--- src/rtl/bpc_arbiter.sv ---
// bpc_arbiter: round-robin front end sharing one bit_population_counter
// among REQ_N requesters. Issues at most one word per cycle to the counter,
// logs the owner of each issued word in a tag FIFO, and routes each returned
// popcount to its owner with a one-hot valid.
//
// Ports
//   clk_i, rst_n_i           clock (rising edge), async active-low reset
//   req_data_i/req_val_i     per-requester words (k at [k*WIDTH +: WIDTH])
//   req_ready_o              one-hot (or zero) combinational grant
//   bpc_data_o/bpc_data_val_o  registered word to the counter
//   bpc_data_i/bpc_data_val_i  popcount back from the counter
//   res_data_o/res_val_o     registered result, one-hot owner valid
//   err_o                    sticky orphan-result flag
//
// Optional feature: define BPC_ARB_ERR_EN to build the orphan-result detector;
// otherwise err_o is tied low.
module bpc_arbiter #(
  parameter int REQ_N     = 4,
  parameter int WIDTH     = 8,
  parameter int TAG_DEPTH = 8
) (
  input  logic                       clk_i,
  input  logic                       rst_n_i,
  input  logic [REQ_N*WIDTH-1:0]     req_data_i,
  input  logic [REQ_N-1:0]           req_val_i,
  output logic [REQ_N-1:0]           req_ready_o,
  output logic [WIDTH-1:0]           bpc_data_o,
  output logic                       bpc_data_val_o,
  input  logic [$clog2(WIDTH):0]     bpc_data_i,
  input  logic                       bpc_data_val_i,
  output logic [$clog2(WIDTH):0]     res_data_o,
  output logic [REQ_N-1:0]           res_val_o,
  output logic                       err_o
);
  localparam int PW = $clog2(REQ_N);
  localparam int AW = $clog2(TAG_DEPTH);
  localparam int CW = $clog2(WIDTH) + 1;

  logic [REQ_N-1:0][WIDTH-1:0] words;
  assign words = req_data_i;

  logic [PW-1:0]       rr_q, rr_d;
  logic [AW-1:0]       wr_q, rd_q;
  logic [AW:0]         cnt_q, cnt_d;
  logic [PW-1:0]       tag_mem [TAG_DEPTH];
  logic [WIDTH-1:0]    bpc_data_q;
  logic                bpc_val_q;
  logic [CW-1:0]       res_data_q;
  logic [REQ_N-1:0]    res_val_q;

  // Rotating-priority search starting at rr_q, wrapping at REQ_N.
  logic          found;
  logic [PW-1:0] gnt, sidx;
  int            scan;
  always_comb begin
    found = 1'b0;
    gnt   = '0;
    sidx  = '0;
    scan  = 0;
    for (int i = 0; i < REQ_N; i++) begin
      scan = int'(rr_q) + i;
      if (scan >= REQ_N) scan = scan - REQ_N;
      sidx = PW'(scan);
      if (!found && req_val_i[sidx]) begin
        found = 1'b1;
        gnt   = sidx;
      end
    end
  end

  // Only the pre-pop count gates a push, so a same-cycle pop never frees a slot.
  logic can_push, push, pop;
  assign can_push    = cnt_q < (AW+1)'(TAG_DEPTH);
  // rst_n_i gating keeps ready low during reset even with requests pending.
  assign req_ready_o = (found && can_push && rst_n_i) ? (REQ_N'(1) << gnt) : '0;
  assign push        = |req_ready_o;
  assign pop         = bpc_data_val_i && (cnt_q != '0);

  always_comb begin
    rr_d = rr_q;
    if (push) rr_d = (gnt == PW'(REQ_N-1)) ? '0 : gnt + PW'(1);
    cnt_d = cnt_q;
    case ({push, pop})
      2'b10:   cnt_d = cnt_q + 1'b1;
      2'b01:   cnt_d = cnt_q - 1'b1;
      default: cnt_d = cnt_q;
    endcase
  end

  always_ff @(posedge clk_i or negedge rst_n_i) begin
    if (!rst_n_i) begin
      rr_q       <= '0;
      wr_q       <= '0;
      rd_q       <= '0;
      cnt_q      <= '0;
      bpc_data_q <= '0;
      bpc_val_q  <= 1'b0;
      res_data_q <= '0;
      res_val_q  <= '0;
    end else begin
      rr_q      <= rr_d;
      cnt_q     <= cnt_d;
      bpc_val_q <= push;
      if (push) begin
        wr_q       <= wr_q + 1'b1;
        bpc_data_q <= words[gnt];
      end
      if (pop) begin
        rd_q       <= rd_q + 1'b1;
        res_data_q <= bpc_data_i;
        res_val_q  <= REQ_N'(1) << tag_mem[rd_q];
      end else begin
        res_val_q  <= '0;
      end
    end
  end

  // Tag storage needs no reset: the count decides which entries are live.
  always_ff @(posedge clk_i) begin
    if (push) tag_mem[wr_q] <= gnt;
  end

  assign bpc_data_o     = bpc_data_q;
  assign bpc_data_val_o = bpc_val_q;
  assign res_data_o     = res_data_q;
  assign res_val_o      = res_val_q;

`ifdef BPC_ARB_ERR_EN
  logic err_q;
  always_ff @(posedge clk_i or negedge rst_n_i) begin
    if (!rst_n_i)                                err_q <= 1'b0;
    else if (bpc_data_val_i && (cnt_q == '0))    err_q <= 1'b1;
  end
  assign err_o = err_q;
`else
  assign err_o = 1'b0;
`endif

endmodule

--- config.mk ---
export PLATFORM = sky130hd
export DESIGN_NAME = bpc_arbiter
export DESIGN_NICKNAME = d
export VERILOG_FILES = /design/src/rtl/bpc_arbiter.sv
export SDC_FILE = /design/constraint.sdc
export NUM_CORES = 1
export LEC_CHECK = 0
export CELL_PAD_IN_SITES_DETAIL_PLACEMENT = 1
export CELL_PAD_IN_SITES_GLOBAL_PLACEMENT = 2
export CORE_AREA = 2 2 88 90
export CTS_CLUSTER_DIAMETER = 100
export DETAILED_ROUTE_END_ITERATION = 8
export DIE_AREA = 0 0 90 92
export GPL_ROUTABILITY_DRIVEN = 0
export PLACE_DENSITY = 0.84
export SYNTH_ARGS = -nofsm -noshare
export SYNTH_HDL_FRONTEND = slang
export SYNTH_SLANG_ARGS = --single-unit
--- constraint.sdc ---
create_clock -name clk_i -period 8.45 [get_ports clk_i]
set_clock_uncertainty 0.15 [all_clocks]
set_input_delay 2.1125 -clock clk_i [delete_from_list [all_inputs] [get_ports clk_i]]
set_output_delay 2.1125 -clock clk_i [all_outputs]
set_load 0.005 [all_outputs]
# Yosys cells after proc, flatten, opt, wreduce, memory -nomap -nowiden
# Memories as Yosys holds them, arrays and structs flattened.
# Index checks and enable logic that the tools add are counted.
# Widths: inputs -> output; s select.
# classes
addsub	12
mul	0
n_div	0
magnitude_cmp	10
eq_ne	3
shift	2
n_mux	28
bitwise	0
n_reduce_logical	12
# ops
cell	n
$mux 2	9
$bmux 8 s2	1
$lt 2x3->1 const B	5
$mux 1	10
$ge 3x3->1 const B	3
$bmux 1 s2	4
$mux 4	2
$mux 8	1
$pmux 4 s2	1
$shl 1x2->4 const A	2
$sub 2x1->2 const B	4
$add 2x2->3 const B	2
$add 3x1->3 const B	2
$logic_and 1x1->1	6
$add 4x1->4 const B	1
$eq 2x2->1 const B	2
$lt 4x4->1 const B	1
$reduce_bool 4->1	1
$reduce_or 4->1	1
$sub 4x1->4 const B	1
$add 2x1->3 const B	1
$ge 2x3->1 const B	1
$logic_not 1->1	3
$add 2x1->2 const B	1
other kinds (2)	2
# totals
regBits	29
latch_bits	0
mem_bits_rw	16
mem_bits_ro	0
input_bits	43
output_inout_bits	22
elab_cells	76
mem_count	1
# mem_list
memory	words	width	read_ports	rd_ports_with_merged_regs	wr	line	text
tag_mem	8	2	1	0	1	45	logic [PW-1:0] tag_mem [TAG_DEPTH];

# Longest topological paths before layout
# Gate-level depths: netlist (run 1).
# depth
word_depth	20
mapped_depth	18
mapped_depth_nobuf	16

# Least setup slack after synthesis (run 1)
# Ideal clock, no wire load.
# synth_path
kind	input port to output port
from	input port req_val_i[1]
to	output port req_ready_o[3]
arrival_time_ps	3347
required_time_ps	6188
slack_ps	2841
cell_stages	7
cell_sequence	mux2_4 -> o221ai_2 -> buf_6 -> ha_1 -> inv_1 -> o21a_2 -> nor4_1
# synth_between
elab_chain_len	15
# synth_lines
element	line	text
from (decl)	25	input logic [REQ_N-1:0] req_val_i,
$bmux 1 s2	64	if (!found && req_val_i[sidx]) begin
$mux 1 (implied by the code)	64	
$mux 1	64	
$logic_not 1->1	64	
$logic_and 1x1->1	64	
$mux 1	64	
$logic_not 1->1	64	
$logic_and 1x1->1	64	
$mux 1	64	
$logic_not 1->1	64	
$logic_and 1x1->1	64	
$mux 1	64	
$logic_and 1x1->1 (2 in series)	75	assign req_ready_o = (found && can_push && rst_n_i) ? (REQ_N'(1) << gnt) : '0;
$mux 4 *	75	
to (decl)	26	output logic [REQ_N-1:0] req_ready_o,
# Every way passes the cells marked *; elsewhere a longest branch is shown, timed or not. The select of a mux whose other input is x is not followed.

# Final worst setup path (run 1)
# Ends and elaborated chain as after synthesis.

==> results of run 1 <==
stage by stage:
| stage | hold slack (ns) | setup WS, ns | total power, uW | util (%) |
|---|---|---|---|---|
| final | 0.3292 | 1.302 | 974.2 | 42.44 |
| after global routing | 0.3676 | 1.147 | 1065 | 42.44 |
| after CTS | 0.3397 | 1.272 | 993.5 | 42.44 |
| after detailed placement | 0.3191 | 1.328 | 822.3 | 40.99 |
| after global placement | 0.3063 | 1.405 | 804.3 | 40.99 |
| after floorplan | 0.3197 | 2.841 | 652.6 | - |
report_power, final:
part | switching [uW] | internal, uW | total [uW]
combinational | 195 | 237 | 431
clock | 73.2 | 87.8 | 161
sequential | 73.7 | 308 | 382
critical path: stages:
cell and delay [ns]:
clkdlybuf4s50_1 0.54, mux2_4 0.34, o221ai_2 0.64, ha_1 0.27
inv_1 0.06, o21a_2 0.14, nor4_1 0.20, clkdlybuf4s50_1 0.58
cell type report:
class                   instances  area, um2  area share [%]
clock inverters                 2      35.03           1.108
well taps                     102      127.6           4.038
inverters                      13      48.80           1.544
multi-input cells             124       1025           32.42
repair buffers                 65      645.6           20.43
clock buffers                   6      72.57           2.296
flip-flops and latches         45       1206           38.16
cell families (layout without fill, tap and decap cells):
kind of cell               Yosys count  after routing
and+or+nand+nor                     55             55
DFF                                 45             45
AOI/OAI and AO/OA                   34             34
buffers and inverters               21             86
muxes                               19             19
xor gates and xnor gates             8              8
adders and majority gates            7              7
other                                1              1
cells in the final DEF (no fill, tap or decap), types with 2 or more instances in the layout:
master and count:
a21oi_1 2, dfrtp_1 29, mux4_2 4, xnor2_1 4, edfxtp_1 16, nand2b_1 2
mux2i_1 12, nand2_1 19, inv_1 9, inv_2 4, ha_1 6, nand3_1 2
and4b_1 3, buf_4 2, nor3_1 2, clkbuf_8 5, and4bb_1 2, a221o_1 8
o32a_1 9, clkdlybuf4s50_1 63, nor2_1 15, o21ai_0 2, xor2_1 4
sequential cells by signal (all words and copies together), names as in the netlist:
| register | count |
|---|---|
| tag_mem | 16 |
| res_data_o | 4 |
| rr_q | 2 |
| bpc_data_o | 8 |
| wr_q | 3 |
| res_val_o | 4 |
| rd_q | 3 |
| cnt_q | 4 |
| bpc_data_val_o | 1 |
per-layer routing:
| metal | share of wire, % | vias to the layer above | global-route usage (%) |
|---|---|---|---|
| met4 | 1.1 | 0 | 4.231 |
| li1 | - | 828 | - |
| met2 | 49 | 68 | 26.57 |
| met5 | 0 | - | 0 |
| met3 | 7.4 | 5 | 5.094 |
| met1 | 42 | 825 | 17.89 |
path summary, 6_finish.rpt:
kind,start,slack (ns),to
max reg2reg,rr_q[1],4.79,cnt_q[3]
min,res_data_o[0],0.33,res_data_o[0]
max in group asynchronous,rst_n_i,5.68,res_data_o[1]
min reg2reg,res_data_o[0],0.33,res_data_o[0]
min in group asynchronous,rst_n_i,2.19,bpc_data_o[7]
max,req_val_i[1],1.30,req_ready_o[3]
==> metrics.txt, run 1 <==
# TYPE chip_impl_metric gauge
chip_impl_info{name="status",value="complete, no violations"} 1
chip_impl_metric{name="req_time_crit_path",unit="ns"} 6.19
chip_impl_metric{name="maximum_frequency_from_static_timing_analysis",unit="GHz"} 0.1399
chip_impl_info{name="critical_path_class",value="input port to output pin"} 1
chip_impl_metric{name="synthXorXnorAreaFrac",unit="%"} 2.999
chip_impl_metric{name="syn-mean-instance-area",unit="um2"} 12.29
chip_impl_metric{name="synth_compound_gate_area_share",unit="%"} 13.50
chip_impl_metric{name="worstPathArrival",unit="ns"} 4.89
chip_impl_info{name="synth_ff_type",value="dfrtp_1"} 1
chip_impl_metric{name="die_boundary_height",unit="um"} 92
chip_impl_metric{name="route.detailed.drc",unit=""} 0
chip_impl_metric{name="ys_ff_latch",unit=""} 45
chip_impl_metric{name="initial_core_util",unit="%"} 31.37
chip_impl_info{name="library_cell_with_the_largest_summed_area_after_synthesis",value="dfrtp_1"} 1
chip_impl_metric{name="port_buffers",unit=""} 63
chip_impl_metric{name="synth-seq-area-share",unit="%"} 51.63
chip_impl_metric{name="share_of_synthesized_cell_area_in_and_or_nand_and_nor_gates",unit="%"} 12.53
chip_impl_metric{name="postPlaceCellArea",unit="um2"} 3053
chip_impl_metric{name="report.final.setup_viol",unit=""} 0
chip_impl_metric{name="wl_per_cell",unit="um"} 15.80
chip_impl_info{name="rsz_0062_raised_after_global_routing",value="false"} 1
chip_impl_metric{name="route.detailed.vias_per_inst",unit=""} 4.835
chip_impl_metric{name="timing.final.max_slew_violations",unit=""} 0
chip_impl_metric{name="final.fill_count",unit=""} 836
chip_impl_metric{name="yosys.area_share.adder",unit="%"} 4.071
chip_impl_metric{name="yosys.cell_types.count",unit=""} 52
chip_impl_metric{name="post_route_cells_drive_above_1_share",unit="%"} 10.20
chip_impl_metric{name="synth_area",unit="um2"} 2336
chip_impl_info{name="clock_root_cell",value="clkbuf_8"} 1
chip_impl_metric{name="timing.critical_path.fanout_max",unit=""} 12
chip_impl_metric{name="design.portCount",unit=""} 65
chip_impl_info{name="timing.critical_path.to_type",value="output pin"} 1
chip_impl_metric{name="synth.yosys.warnings",unit=""} 0
chip_impl_metric{name="placed_cells_incl_taps",unit=""} 349
chip_impl_metric{name="antenna_violation_net_count_after_detailed_routing",unit=""} 0
chip_impl_info{name="cts_tree",value="yes"} 1
chip_impl_metric{name="synthesis.nets",unit=""} 240
chip_impl_metric{name="htree_levels",unit=""} 2
chip_impl_metric{name="clk_path_buf_depth",unit=""} 2
chip_impl_metric{name="vdd_ir_drop_max",unit="uV"} 85.34
chip_impl_metric{name="total_leakage_power",unit="uW"} 0.001302
chip_impl_metric{name="timing.reg2reg.worst_path_depth",unit=""} 14
chip_impl_metric{name="layout.cell_area.non_filler",unit="um2"} 3161
chip_impl_metric{name="cts_inserted_buffers",unit=""} 5
chip_impl_metric{name="worst_hold_path.num_cells",unit=""} 2
chip_impl_metric{name="worstMarginPinSlew",unit="ns"} 0.8189
chip_impl_metric{name="core-area",unit="um2"} 7447
chip_impl_info{name="hp-class",value="flop to flop"} 1
chip_impl_metric{name="synth-edff-count",unit=""} 16
chip_impl_metric{name="finalWorstPathRequiredPeriod",unit="ns"} 7.148
chip_impl_metric{name="hold_violations",unit=""} 0
chip_impl_metric{name="drt-initial-drc-count",unit=""} 30
chip_impl_info{name="crit_path_launch_type",value="input port"} 1
chip_impl_metric{name="worst_skew_pair.late_latency",unit="ns"} 0.30
chip_impl_metric{name="final_wirelength",unit="um"} 5639
chip_impl_metric{name="holdBufCountCts",unit=""} 0
chip_impl_metric{name="setup-tns-final",unit="ns"} 0
chip_impl_metric{name="tritoncts_num_sinks",unit=""} 45
chip_impl_metric{name="global_route.overflow_total",unit=""} 0
chip_impl_info{name="post-synth-top-count-cell",value="dfrtp_1"} 1
chip_impl_metric{name="grt_max_degree",unit=""} 30
chip_impl_metric{name="grt_antenna_before_repair",unit=""} 0
chip_impl_info{name="synth_commonest_cells",value="dfrtp_1 (29), nand2_1 (19), edfxtp_1 (16)"} 1
chip_impl_metric{name="timing.max_slew.rel_slack",unit="%"} 45.41
chip_impl_metric{name="period_share",unit="%"} 84.59
chip_impl_metric{name="row_count",unit=""} 32
chip_impl_metric{name="cts.repair_timing.setup_buffer_count",unit=""} 0
chip_impl_metric{name="antennaDiodeCount",unit=""} 0
chip_impl_metric{name="die-width",unit="um"} 90
chip_impl_metric{name="floorplan.die_area",unit="um2"} 8280
chip_impl_metric{name="area_growth_syn_to_layout",unit="%"} 35.30
chip_impl_metric{name="synth_top_area_share",unit="%"} 31.07
chip_impl_metric{name="synth.area.mux_share",unit="%"} 10.61
chip_impl_metric{name="final_cell_count_no_fill",unit=""} 357
chip_impl_info{name="synth_top_family_by_area",value="compound AO/OA/AOI/OAI gates"} 1
chip_impl_metric{name="max_cap_viol_count",unit=""} 0
chip_impl_metric{name="post_synth_inst_count",unit=""} 190
chip_impl_metric{name="number_of_global_route_vias_before_repair",unit=""} 1974
chip_impl_metric{name="grt_first_pass_wirelength",unit="um"} 9942
chip_impl_info{name="synth.area.top_cells",value="dfrtp_1 (31%), edfxtp_1 (21%), mux2i_1 (5.1%)"} 1
chip_impl_metric{name="dpl.hpwl",unit="um"} 4258
chip_impl_metric{name="powerDensity",unit="nW/um2"} 308.2
chip_impl_metric{name="postSynth.asyncResetShare",unit="%"} 64.44
chip_impl_metric{name="dr.pass1.iters",unit=""} 4
chip_impl_metric{name="post_cts_resize_count",unit=""} 0
chip_impl_metric{name="clk_transition_reported_paths",unit="ns"} 0.08
chip_impl_metric{name="vias",unit=""} 1726
chip_impl_metric{name="grt_util_all_layers",unit="%"} 15.21
chip_impl_metric{name="nNetsFinal",unit=""} 304
Power figures use the tool's default switching activity.
==> run 2: changes to the inputs <==
Settings changed: CORE_AREA 2 2 88 90 to 2 2 95 97, DIE_AREA 0 0 90 92 to 0 0 97 99, PLACE_DENSITY 0.84 to 0.77.
Clock period 8.45 ns to 5.8 ns, I/O delays scaled along.
==> run 2 against run 1 <==
- sequential power up 45%
- sequential cell count did not move
- core utilization shrank 5.3 points
==> metrics.txt, run 2 (synthesis gave the netlist of run 1 again) <==
# TYPE chip_impl_metric gauge
chip_impl_metric{name="timing.final.max_slew_violations",unit=""} 0
chip_impl_metric{name="die-width",unit="um"} 97
chip_impl_info{name="slowest_stage",value="clkdlybuf4s50_1"} 1
chip_impl_info{name="largest-register",value="tag_mem"} 1
chip_impl_metric{name="initial_core_util",unit="%"} 27.32
chip_impl_metric{name="antenna_violation_net_count_after_detailed_routing",unit=""} 0
chip_impl_metric{name="htree_levels",unit=""} 2
chip_impl_metric{name="post_route_cells_drive_above_1_share",unit="%"} 11.63
chip_impl_metric{name="drt-initial-drc-count",unit=""} 29
chip_impl_metric{name="critical-path-max-stage-delay",unit="ns"} 0.57
chip_impl_metric{name="route.detailed.vias_per_inst",unit=""} 4.754
chip_impl_metric{name="grt_first_pass_wirelength",unit="um"} 9328
chip_impl_metric{name="worstPathArrival",unit="ns"} 3.71
chip_impl_metric{name="dr.pass1.iters",unit=""} 4
chip_impl_info{name="critical_path_class",value="input port to output pin"} 1
chip_impl_metric{name="report.final.setup_viol",unit=""} 0
chip_impl_metric{name="route.detailed.drc",unit=""} 0
chip_impl_metric{name="powerDensity",unit="nW/um2"} 439.7
chip_impl_metric{name="final_wirelength",unit="um"} 5701
chip_impl_metric{name="final_cell_count_no_fill",unit=""} 366
chip_impl_info{name="leading_cell_type_in_the_layout_fill_and_taps_excluded",value="clkdlybuf4s50_1"} 1
chip_impl_metric{name="req_time_crit_path",unit="ns"} 4.20
chip_impl_info{name="rsz_0062_raised_after_global_routing",value="false"} 1
chip_impl_metric{name="timing.critical_path.fanout_max",unit=""} 11
chip_impl_metric{name="cts_inserted_buffers",unit=""} 5
chip_impl_metric{name="grt_util_all_layers",unit="%"} 12.26
chip_impl_info{name="timing.critical_path.to_type",value="output pin"} 1
chip_impl_metric{name="clk_transition_reported_paths",unit="ns"} 0.09
chip_impl_metric{name="global_route.overflow_total",unit=""} 0
chip_impl_metric{name="setup-tns-final",unit="ns"} 0
chip_impl_metric{name="nNetsFinal",unit=""} 307
chip_impl_info{name="status",value="complete, no violations"} 1
chip_impl_metric{name="dpl.hpwl",unit="um"} 4362
chip_impl_info{name="cts_tree",value="yes"} 1
chip_impl_metric{name="period_share",unit="%"} 91.54
chip_impl_metric{name="post_cts_resize_count",unit=""} 0
chip_impl_metric{name="cts.repair_timing.setup_buffer_count",unit=""} 0
chip_impl_metric{name="hold_violations",unit=""} 0
chip_impl_metric{name="worst_skew_pair.late_latency",unit="ns"} 0.30
chip_impl_metric{name="grt_antenna_before_repair",unit=""} 0
chip_impl_metric{name="largest_register_ff_count",unit=""} 16
chip_impl_info{name="critical_path.most_common_cell",value="clkdlybuf4s50_1"} 1
chip_impl_info{name="hp-class",value="flop to flop"} 1
chip_impl_metric{name="tritoncts_num_sinks",unit=""} 45
chip_impl_metric{name="holdBufCountCts",unit=""} 0
chip_impl_info{name="crit_chain",value="clkdlybuf4s50_1 > or3b_4 > o221ai_2 > buf_4 > inv_2 > nor3_1 > clkdlybuf4s50_1"} 1
chip_impl_metric{name="vias",unit=""} 1740
chip_impl_metric{name="finalWorstPathRequiredPeriod",unit="ns"} 5.310
chip_impl_metric{name="vdd_ir_drop_max",unit="uV"} 140.3
chip_impl_metric{name="wl_per_cell",unit="um"} 15.58
chip_impl_metric{name="port_buffers",unit=""} 63
chip_impl_metric{name="die_boundary_height",unit="um"} 99
chip_impl_metric{name="design.portCount",unit=""} 65
chip_impl_info{name="layout.cells.most_common_list",value="clkdlybuf4s50_1 (63), dfrtp_1 (29), nand2_1 (19), edfxtp_1 (16), nor2_1 (15)"} 1
chip_impl_metric{name="total_leakage_power",unit="uW"} 0.001310
chip_impl_metric{name="finalPower",unit="uW"} 1397
chip_impl_metric{name="timing.max_slew.rel_slack",unit="%"} 49.30
chip_impl_metric{name="clk_path_buf_depth",unit=""} 2
chip_impl_metric{name="area_growth_syn_to_layout",unit="%"} 36.05
chip_impl_metric{name="core-area",unit="um2"} 8551
chip_impl_metric{name="grt_max_degree",unit=""} 30
chip_impl_info{name="clock_root_cell",value="clkbuf_8"} 1
chip_impl_metric{name="floorplan.die_area",unit="um2"} 9603
chip_impl_metric{name="max_cap_viol_count",unit=""} 0
chip_impl_metric{name="worstMarginPinSlew",unit="ns"} 0.7523
chip_impl_metric{name="row_count",unit=""} 34
chip_impl_metric{name="antennaDiodeCount",unit=""} 0
chip_impl_metric{name="maximum_frequency_from_static_timing_analysis",unit="GHz"} 0.1883
chip_impl_metric{name="placed_cells_incl_taps",unit=""} 358
chip_impl_info{name="crit_path_launch_type",value="input port"} 1
chip_impl_metric{name="number_of_global_route_vias_before_repair",unit=""} 1945
run 2: cell type report:
type / count / area, um2
Tap cell: 108 / 135.1
Multi-Input combinational cell: 124 / 1025
Clock buffer: 5 / 68.82
Clock inverter: 3 / 26.28
Inverter: 13 / 48.80
Timing Repair Buffer: 68 / 668.1
Sequential cell: 45 / 1206
Fill cell: 940 / 5373
run 2: worst paths after layout:
kind / startpoint / to / slack [ns] / cells after the start
min in group asynchronous: rst_n_i / wr_q[2] / 1.44 / 2
max: req_val_i[0] / req_ready_o[0] / 0.49 / 7
max reg2reg: rr_q[1] / cnt_q[3] / 2.69 / 16
max in group asynchronous: rst_n_i / cnt_q[1] / 3.77 / 2
min reg2reg: res_data_o[0] / res_data_o[0] / 0.33 / 2
min: res_data_o[0] / res_data_o[0] / 0.33 / 2
run 2: stage by stage:
step | util (%) | instance area [um2] | hold WS, ns | worst slack, ns
global route | 37.17 | 3178 | 0.3545 | 0.3037
finish | 37.17 | 3178 | 0.3333 | 0.4904
floorplan | - | 2336 | 0.3197 | 1.516
detailed placement | 36.06 | 3083 | 0.3205 | 0.4918
CTS | 37.17 | 3178 | 0.3433 | 0.4717
global placement | 36.06 | 3083 | 0.3078 | 0.5421
run 2: critical path: cells and delay by family:
family	cells	cell delay [ns]
and+or+nand+nor	2	0.65
AOI/OAI and AO/OA	1	0.10
buffers and inverters	4	1.49
run 2: metal layers:
layer	track usage, %	up-vias	share of wire [%]
li1	-	841	-
met1	13.81	834	43
met2	22.54	60	49
met3	3.972	5	7.3
met4	2.925	0	0.56
met5	0	-	0
run 2: where the power goes:
group	switching [uW]	total (uW)	internal, uW
Clock	119	209	89.7
Combinational	284	636	352
Sequential	103	552	449
